## src/rtl/debounce_scheduler_pkg.sv

```systemverilog
// Shared types and constants for the debounce scheduler.
package debounce_pkg;

  typedef enum logic [1:0] {
    RELEASED     = 2'd0,
    PRESS_PEND   = 2'd1,
    PRESSED      = 2'd2,
    RELEASE_PEND = 2'd3
  } btn_state_e;

  localparam int N_BTN_MIN        = 1;
  localparam int N_BTN_MAX        = 16;
  localparam int TICK_DIV_MIN     = 2;
  localparam int STABLE_TICKS_MIN = 2;
  localparam int STABLE_TICKS_MAX = 15;

  // Smallest r with 2**r >= v.
  function automatic int ceillog2(input int v);
    int r;
    r = 0;
    while ((1 << r) < v) r++;
    return r;
  endfunction

  function automatic bit params_ok(input int n_btn, input int tick_div, input int stable);
    return (n_btn >= N_BTN_MIN) && (n_btn <= N_BTN_MAX) &&
           (tick_div >= TICK_DIV_MIN) &&
           (stable >= STABLE_TICKS_MIN) && (stable <= STABLE_TICKS_MAX);
  endfunction

endpackage

```

## src/rtl/debounce_scheduler_if.sv

```systemverilog
// Button-side bus: raw inputs and run control in, clean levels/pulses out.
interface debounce_scheduler_if #(
  parameter int N_BTN = 4
);
  logic             enable;
  logic [N_BTN-1:0] btn_in;
  logic [N_BTN-1:0] btn_level;
  logic [N_BTN-1:0] btn_press;
  logic [N_BTN-1:0] btn_release;
  logic             tick;

  modport master (output enable, btn_in,
                  input  btn_level, btn_press, btn_release, tick);
  modport slave  (input  enable, btn_in,
                  output btn_level, btn_press, btn_release, tick);
endinterface

```

## src/rtl/debounce_scheduler_tick_gen.sv

```systemverilog
// Shared sample-tick generator: one registered pulse every TICK_DIV enabled cycles.
module debounce_tick_gen
  import debounce_pkg::*;
#(
  parameter int TICK_DIV = 5000
) (
  input  logic clk,
  input  logic rst_a_p,
  input  logic enable,
  output logic tick
);
  localparam int             CW   = ceillog2(TICK_DIV);
  localparam logic [CW-1:0]  LAST = CW'(TICK_DIV - 1);

  logic [CW-1:0] cnt_q, cnt_d;
  logic          tick_q, tick_d;

  // Wrap the divider at TICK_DIV-1 and flag the wrap; freeze when disabled.
  always_comb begin
    cnt_d  = cnt_q;
    tick_d = 1'b0;
    if (enable) begin
      tick_d = (cnt_q == LAST);
      cnt_d  = (cnt_q == LAST) ? '0 : cnt_q + CW'(1);
    end
  end

  // Divider and tick registers.
  always_ff @(posedge clk or posedge rst_a_p) begin
    if (rst_a_p) begin
      cnt_q  <= '0;
      tick_q <= 1'b0;
    end else begin
      cnt_q  <= cnt_d;
      tick_q <= tick_d;
    end
  end

  assign tick = tick_q;
endmodule

```

## src/rtl/debounce_scheduler.sv

```systemverilog
// Multi-channel button debouncer sharing one sample tick across all channels.
module debounce_scheduler
  import debounce_pkg::*;
#(
  parameter int N_BTN        = 4,
  parameter int TICK_DIV     = 5000,
  parameter int STABLE_TICKS = 4
) (
  input  logic                 clk,
  input  logic                 rst_a_p,
  debounce_scheduler_if.slave  bus
);
  localparam int            SW     = ceillog2(STABLE_TICKS + 1);
  localparam logic [SW-1:0] STABLE = SW'(STABLE_TICKS);

  if (!params_ok(N_BTN, TICK_DIV, STABLE_TICKS)) begin : g_param_err
    $error("debounce_scheduler: parameter out of range");
  end

  logic             tick;
  logic             act;
  logic [N_BTN-1:0] sync1_q, sync1_d, sync2_q, sync2_d;
  wire  [N_BTN-1:0] level_w, press_w, release_w;

  debounce_tick_gen #(.TICK_DIV(TICK_DIV)) u_tick (
    .clk     (clk),
    .rst_a_p (rst_a_p),
    .enable  (bus.enable),
    .tick    (tick)
  );

  // Channel FSMs evaluate only on an enabled tick.
  assign act = tick & bus.enable;

  // Two-stage synchronizer feed.
  always_comb begin
    sync1_d = bus.btn_in;
    sync2_d = sync1_q;
  end

  // Synchronizer flops.
  always_ff @(posedge clk or posedge rst_a_p) begin
    if (rst_a_p) begin
      sync1_q <= '0;
      sync2_q <= '0;
    end else begin
      sync1_q <= sync1_d;
      sync2_q <= sync2_d;
    end
  end

  for (genvar i = 0; i < N_BTN; i++) begin : g_ch
    btn_state_e    state_q, state_d;
    logic [SW-1:0] cnt_q, cnt_d, cnt_inc;
    logic          level_q, level_d, press_q, press_d, rel_q, rel_d;
    logic          s;

    assign s       = sync2_q[i];
    assign cnt_inc = cnt_q + SW'(1);

    // State, pend counter and registered outputs.
    always_ff @(posedge clk or posedge rst_a_p) begin
      if (rst_a_p) begin
        state_q <= RELEASED;
        cnt_q   <= '0;
        level_q <= 1'b0;
        press_q <= 1'b0;
        rel_q   <= 1'b0;
      end else begin
        state_q <= state_d;
        cnt_q   <= cnt_d;
        level_q <= level_d;
        press_q <= press_d;
        rel_q   <= rel_d;
      end
    end

    // Next state: a disagreeing sample restarts the pend count from scratch.
    always_comb begin
      state_d = state_q;
      cnt_d   = cnt_q;
      if (act) begin
        case (state_q)
          RELEASED:
            if (s) begin state_d = PRESS_PEND; cnt_d = SW'(1); end
          PRESS_PEND:
            if (!s)                    begin state_d = RELEASED; cnt_d = '0; end
            else if (cnt_inc == STABLE) begin state_d = PRESSED;  cnt_d = '0; end
            else                        cnt_d = cnt_inc;
          PRESSED:
            if (!s) begin state_d = RELEASE_PEND; cnt_d = SW'(1); end
          RELEASE_PEND:
            if (s)                     begin state_d = PRESSED;  cnt_d = '0; end
            else if (cnt_inc == STABLE) begin state_d = RELEASED; cnt_d = '0; end
            else                        cnt_d = cnt_inc;
          default: begin state_d = RELEASED; cnt_d = '0; end
        endcase
      end
    end

    // Outputs: level follows confirmed transitions, pulses last one cycle.
    always_comb begin
      level_d = level_q;
      press_d = 1'b0;
      rel_d   = 1'b0;
      if (act) begin
        if (state_q == PRESS_PEND && s && cnt_inc == STABLE) begin
          level_d = 1'b1;
          press_d = 1'b1;
        end
        if (state_q == RELEASE_PEND && !s && cnt_inc == STABLE) begin
          level_d = 1'b0;
          rel_d   = 1'b1;
        end
      end
    end

    assign level_w[i]   = level_q;
    assign press_w[i]   = press_q;
    assign release_w[i] = rel_q;
  end

  assign bus.btn_level   = level_w;
  assign bus.btn_press   = press_w;
  assign bus.btn_release = release_w;
  assign bus.tick        = tick;
endmodule

```

## src/flat_wrapper.sv

```systemverilog
// flat-port wrapper written by rule: the top's interface ports become plain ports
module debounce_scheduler_flat import debounce_pkg::*;
#(
  parameter int N_BTN        = 4,
  parameter int TICK_DIV     = 5000,
  parameter int STABLE_TICKS = 4
)
  (clk, rst_a_p, bus_enable, bus_btn_in, bus_btn_level, bus_btn_press, bus_btn_release, bus_tick);
  debounce_scheduler_if #(.N_BTN(N_BTN)) bus_i ();
  input  logic clk;
  input  logic rst_a_p;
  input wire logic [$bits(bus_i.enable)-1:0] bus_enable;
  input wire logic [$bits(bus_i.btn_in)-1:0] bus_btn_in;
  output wire logic [$bits(bus_i.btn_level)-1:0] bus_btn_level;
  output wire logic [$bits(bus_i.btn_press)-1:0] bus_btn_press;
  output wire logic [$bits(bus_i.btn_release)-1:0] bus_btn_release;
  output wire logic [$bits(bus_i.tick)-1:0] bus_tick;
  assign bus_i.enable = bus_enable;
  assign bus_i.btn_in = bus_btn_in;
  assign bus_btn_level = bus_i.btn_level;
  assign bus_btn_press = bus_i.btn_press;
  assign bus_btn_release = bus_i.btn_release;
  assign bus_tick = bus_i.tick;
  debounce_scheduler #(.N_BTN(N_BTN), .TICK_DIV(TICK_DIV), .STABLE_TICKS(STABLE_TICKS)) u_core (.clk(clk), .rst_a_p(rst_a_p), .bus(bus_i));
endmodule
```

## config.mk

```make
export PLATFORM = sky130hd
export DESIGN_NAME = debounce_scheduler_flat
export DESIGN_NICKNAME = d
export VERILOG_FILES = /design/src/rtl/debounce_scheduler_pkg.sv /design/src/rtl/debounce_scheduler_if.sv /design/src/rtl/debounce_scheduler_tick_gen.sv /design/src/rtl/debounce_scheduler.sv /design/src/flat_wrapper.sv
export SDC_FILE = /design/constraint.sdc
export NUM_CORES = 1
export LEC_CHECK = 0
export ABC_AREA = 1
export CORE_MARGIN = 2
export CORE_UTILIZATION = 35
export CTS_CLUSTER_DIAMETER = 60
export DETAILED_ROUTE_END_ITERATION = 10
export GPL_TIMING_DRIVEN = 1
export PLACE_DENSITY = 0.59
export SYNTH_ARGS = -nofsm -noshare
export SYNTH_HDL_FRONTEND = slang
export SYNTH_SLANG_ARGS = --single-unit
```

## constraint.sdc

```tcl
create_clock -name clk -period 1.71 [get_ports clk]
set_input_delay 0.342 -clock clk [delete_from_list [all_inputs] [get_ports clk]]
set_output_delay 0.342 -clock clk [all_outputs]
set_load 0.03 [all_outputs]
```

==> results.py <==
metrics = {
    "timing": {
        "rsz0062_at_grt": "no",
        "fin_tns_setup_ns": 0,
        "finalMaxSlewViolations": 0,
        "worst_pin_slew_ns": 0.378,
        "setup_violations": 0,
        "final-hold-violation-count": 0,
        "max_slew_margin": 0.747,
        "period_minus_slack_ns": 1.66,
        "finClkSkew_ns": 0.00654,
        "fin_crit_sh": 0.971,
        "max_freq_mhz": 602,
    },
    "final_layout": {
        "multi_input_area_sq_um": 1030,
        "area_growth_pct": 13.7,
        "antennaDiodeCount": 0,
        "layout-drive-gt1-share": 0.0836,
        "n_fill_cell": 773,
        "finish.instance_area_sq_um": 3080,
        "nNetsFinal": 353,
        "regArea_sq_um": 1350,
    },
    "yosys": {
        "synth_area_leaders": "dfrtp_1 (50%), nand2_1 (8.9%), inv_1 (7.6%)",
        "synth.most_common_cell": "nand2_1",
        "synth_cell_type_count": 29,
        "syn_inst": 316,
        "avgSynthCellArea_sq_um": 8.57,
        "synth-seq-cells": 54,
        "yosys.area.top_type": "dfrtp_1",
        "yosys_warnings": 0,
        "synth_top_area_share": 0.499,
        "synth_edf_count": 0,
        "synth-main-ff-cell": "dfrtp_1",
        "synth_common_cells": "nand2_1 (64), inv_1 (55), dfrtp_1 (54), nor2_1 (36), nand3_1 (22)",
        "ys_seq_area_frac": 0.499,
        "async_reset_ff_frac": 1.00,
        "netlist_area_sq_um": 2710,
        "synthesis.nets": 334,
    },
    "power_and_ir_drop": {
        "powerDensity_nw_per_um2": 824,
        "netSwitchingPower_w": 0.000723,
        "p_clk_frac": 0.264,
        "p_leak_nw": 1.59,
        "power_switching_share": 0.285,
        "internal_power_w": 0.00181,
        "vdd_drop_max_uv": 350,
        "p_seq_frac": 0.586,
        "total_power_w": 0.00254,
        "combPwrFrac": 0.149,
    },
    "place": {
        "place_hpwl_mm": 3.36,
        "place_area_sq_um": 2990,
        "place.gp.congestion": 0.835,
        "port_buffers": 19,
    },
    "hold_path": {
        "min_path_type": "primary input to asynchronous set/reset pin",
    },
    "clock_network": {
        "tritoncts": "built",
        "clkTransAtPathRegs_ns": 0.09,
        "htree_num_levels": 2,
        "cts_buffers": 5,
        "insertion_delay_ns": 0.30,
        "clockBufferDepth": 2,
        "cts_sinks": 54,
        "root_buffer": "clkbuf_8",
    },
    "setup_path": {
        "path_buf_inv": 1,
        "worstPathRequired_ns": 1.37,
        "worstPathArrival_ns": 1.32,
        "path_class": "register to primary output",
        "path_cells": "clkdlybuf4s50_1",
        "path_delay_family": "buffers and inverters",
        "slowest_stage": "clkdlybuf4s50_1",
        "crit_path_start_kind": "register",
        "critPathCaptureType": "primary output",
        "slowest_delay_ns": 0.67,
        "path_max_fanout": 2,
    },
    "routing": {
        "wl_per_cell_um": 10.0,
        "first_pass_iters": 4,
        "drc": 0,
        "viasPerCell": 4.38,
        "vias": 1914,
        "totalWireLength_mm": 4.37,
        "drt-initial-drc-count": 92,
        "antenna_left": 0,
    },
    "grt": {
        "overflow": 0,
        "grt_use_total": 0.119,
        "grt_max_degree": 25,
        "grt_pass1_wl_mm": 8.10,
        "grt_antenna_before_repair": 0,
        "grt_pass1_vias": 1832,
    },
    "die": {
        "die_h_um": 92.0,
        "core_sq_um": 7610,
        "die-area_sq_um": 8460,
        "start_util": 0.356,
        "num_rows": 32,
        "pin_count": 20,
        "die_x_um": 92.0,
    },
    "job": {
        "drv_cap": 0,
    },
    "run_status": {
        "status": "finished, final reports clean",
    },
}
## final timing paths
check / start / slack [ns] / endpoint / depth (start not counted)
max: u_core.g_ch[3].level_q / 0.05 / bus_btn_level[3] / 1
min: rst_a_p / 0.33 / u_core.sync1_q[0] / 2
max reg2reg: u_core.g_ch[3].cnt_q[0] / 0.37 / register / 6
min reg2reg: u_core.sync1_q[2] / 0.35 / u_core.sync2_q[2] / 0
max in group asynchronous: rst_a_p / 0.93 / u_core.u_tick.cnt_q[12] / 3
min in group clk: u_core.sync1_q[2] / 0.35 / u_core.sync2_q[2] / 0
## final cells by class
class,count,area share
Clock buffer,6,0.0236
Clock inverter,1,0.00244
Inverter,56,0.0683
Multi-Input combinational cell,191,0.334
Sequential cell,54,0.439
Tap cell,102,0.0414
Timing Repair Buffer,27,0.0914
## power groups by stage
stage / Clock [W] / Sequential (W) / Combinational (W)
2_1_floorplan: 0 / 0.00147 / 0.000308
3_3_place_gp: 0 / 0.00151 / 0.000377
3_5_place_dp: 0 / 0.00151 / 0.000385
4_1_cts: 0.000707 / 0.00149 / 0.000384
5_1_grt: 0.000768 / 0.00150 / 0.000447
6_report: 0.000671 / 0.00149 / 0.000379
## cell families after synthesis
group                      count (synthesis)  synth area share
and+or+nand+nor                          145             0.245
buffers and inverters                     71             0.121
DFF                                       54             0.499
muxes                                      1           0.00370
adders and majority gates                 11            0.0508
AOI/OAI and AO/OA                         26            0.0545
xor gates and xnor gates                   8            0.0259
## placed cells by master (no fill, tap or decap)
cell and instances:
nand2_4 1, buf_4 6, clkinvlp_4 1, nand4_1 9, o21ai_1 3, clkbuf_1 1
o22ai_1 1, inv_2 2, nor3_2 2, nor2_1 36, buf_12 2, nor2_4 4
mux2i_1 1, dlymetal6s2s_1 3, inv_1 54, o21ai_0 11, nand3_1 22, xor2_1 4
a31oi_1 1, nor2_2 1, dlygate4sd2_1 1, xnor2_1 4, ha_1 11, clkdlybuf4s50_1 15
a21oi_4 1, or2_2 1, nor3_1 2, a21oi_1 8, dfrtp_1 54, nand3_2 1
a21oi_2 1, and2_1 2, nand2_1 64, clkbuf_8 5
## routing by layer
metal / part of all wire / wire length [um] / global-route usage / up-vias
met1: 0.49 / 2120 / 0.156 / 879
met3: 0.034 / 149 / 0.0255 / 5
met5: 0 / 0 / 0 / -
li1: - / - / - / 1003
met4: 0.014 / 63 / 0.0473 / 0
met2: 0.47 / 2030 / 0.193 / 27
## metrics by stage
stage / setup slack [ns] / utilization / hold slack [ns] / std cells
6_report: 0.0501 / 0.405 / 0.332 / 437
3_5_place_dp: 0.00634 / 0.393 / 0.335 / 430
5_1_grt: 0.00265 / 0.405 / 0.341 / 437
3_3_place_gp: 0.0107 / 0.393 / 0.332 / 430
2_1_floorplan: 0.0534 / - / 0.331 / 316
4_1_cts: 0.0269 / 0.404 / 0.339 / 437
## sequential cells by signal, indices dropped and copies added, names as in the netlist, named ones only
signal               count
u_core.u_tick.cnt_q     13
u_core.g_ch.cnt_q       12
u_core.g_ch.level_q      4
u_core.g_ch.press_q      4
u_core.g_ch.rel_q        4
u_core.g_ch.state_q      4
u_core.sync1_q           4
u_core.sync2_q           4
u_core.u_tick.tick       1
## timing repair
item / CTS / global route
setup buffers: 0 / 0
hold buffers: 0 / 0
gates resized for setup: 1 / 3
endpoints found under the setup margin: 1 / 3
(Power assumes the default switching activity.)
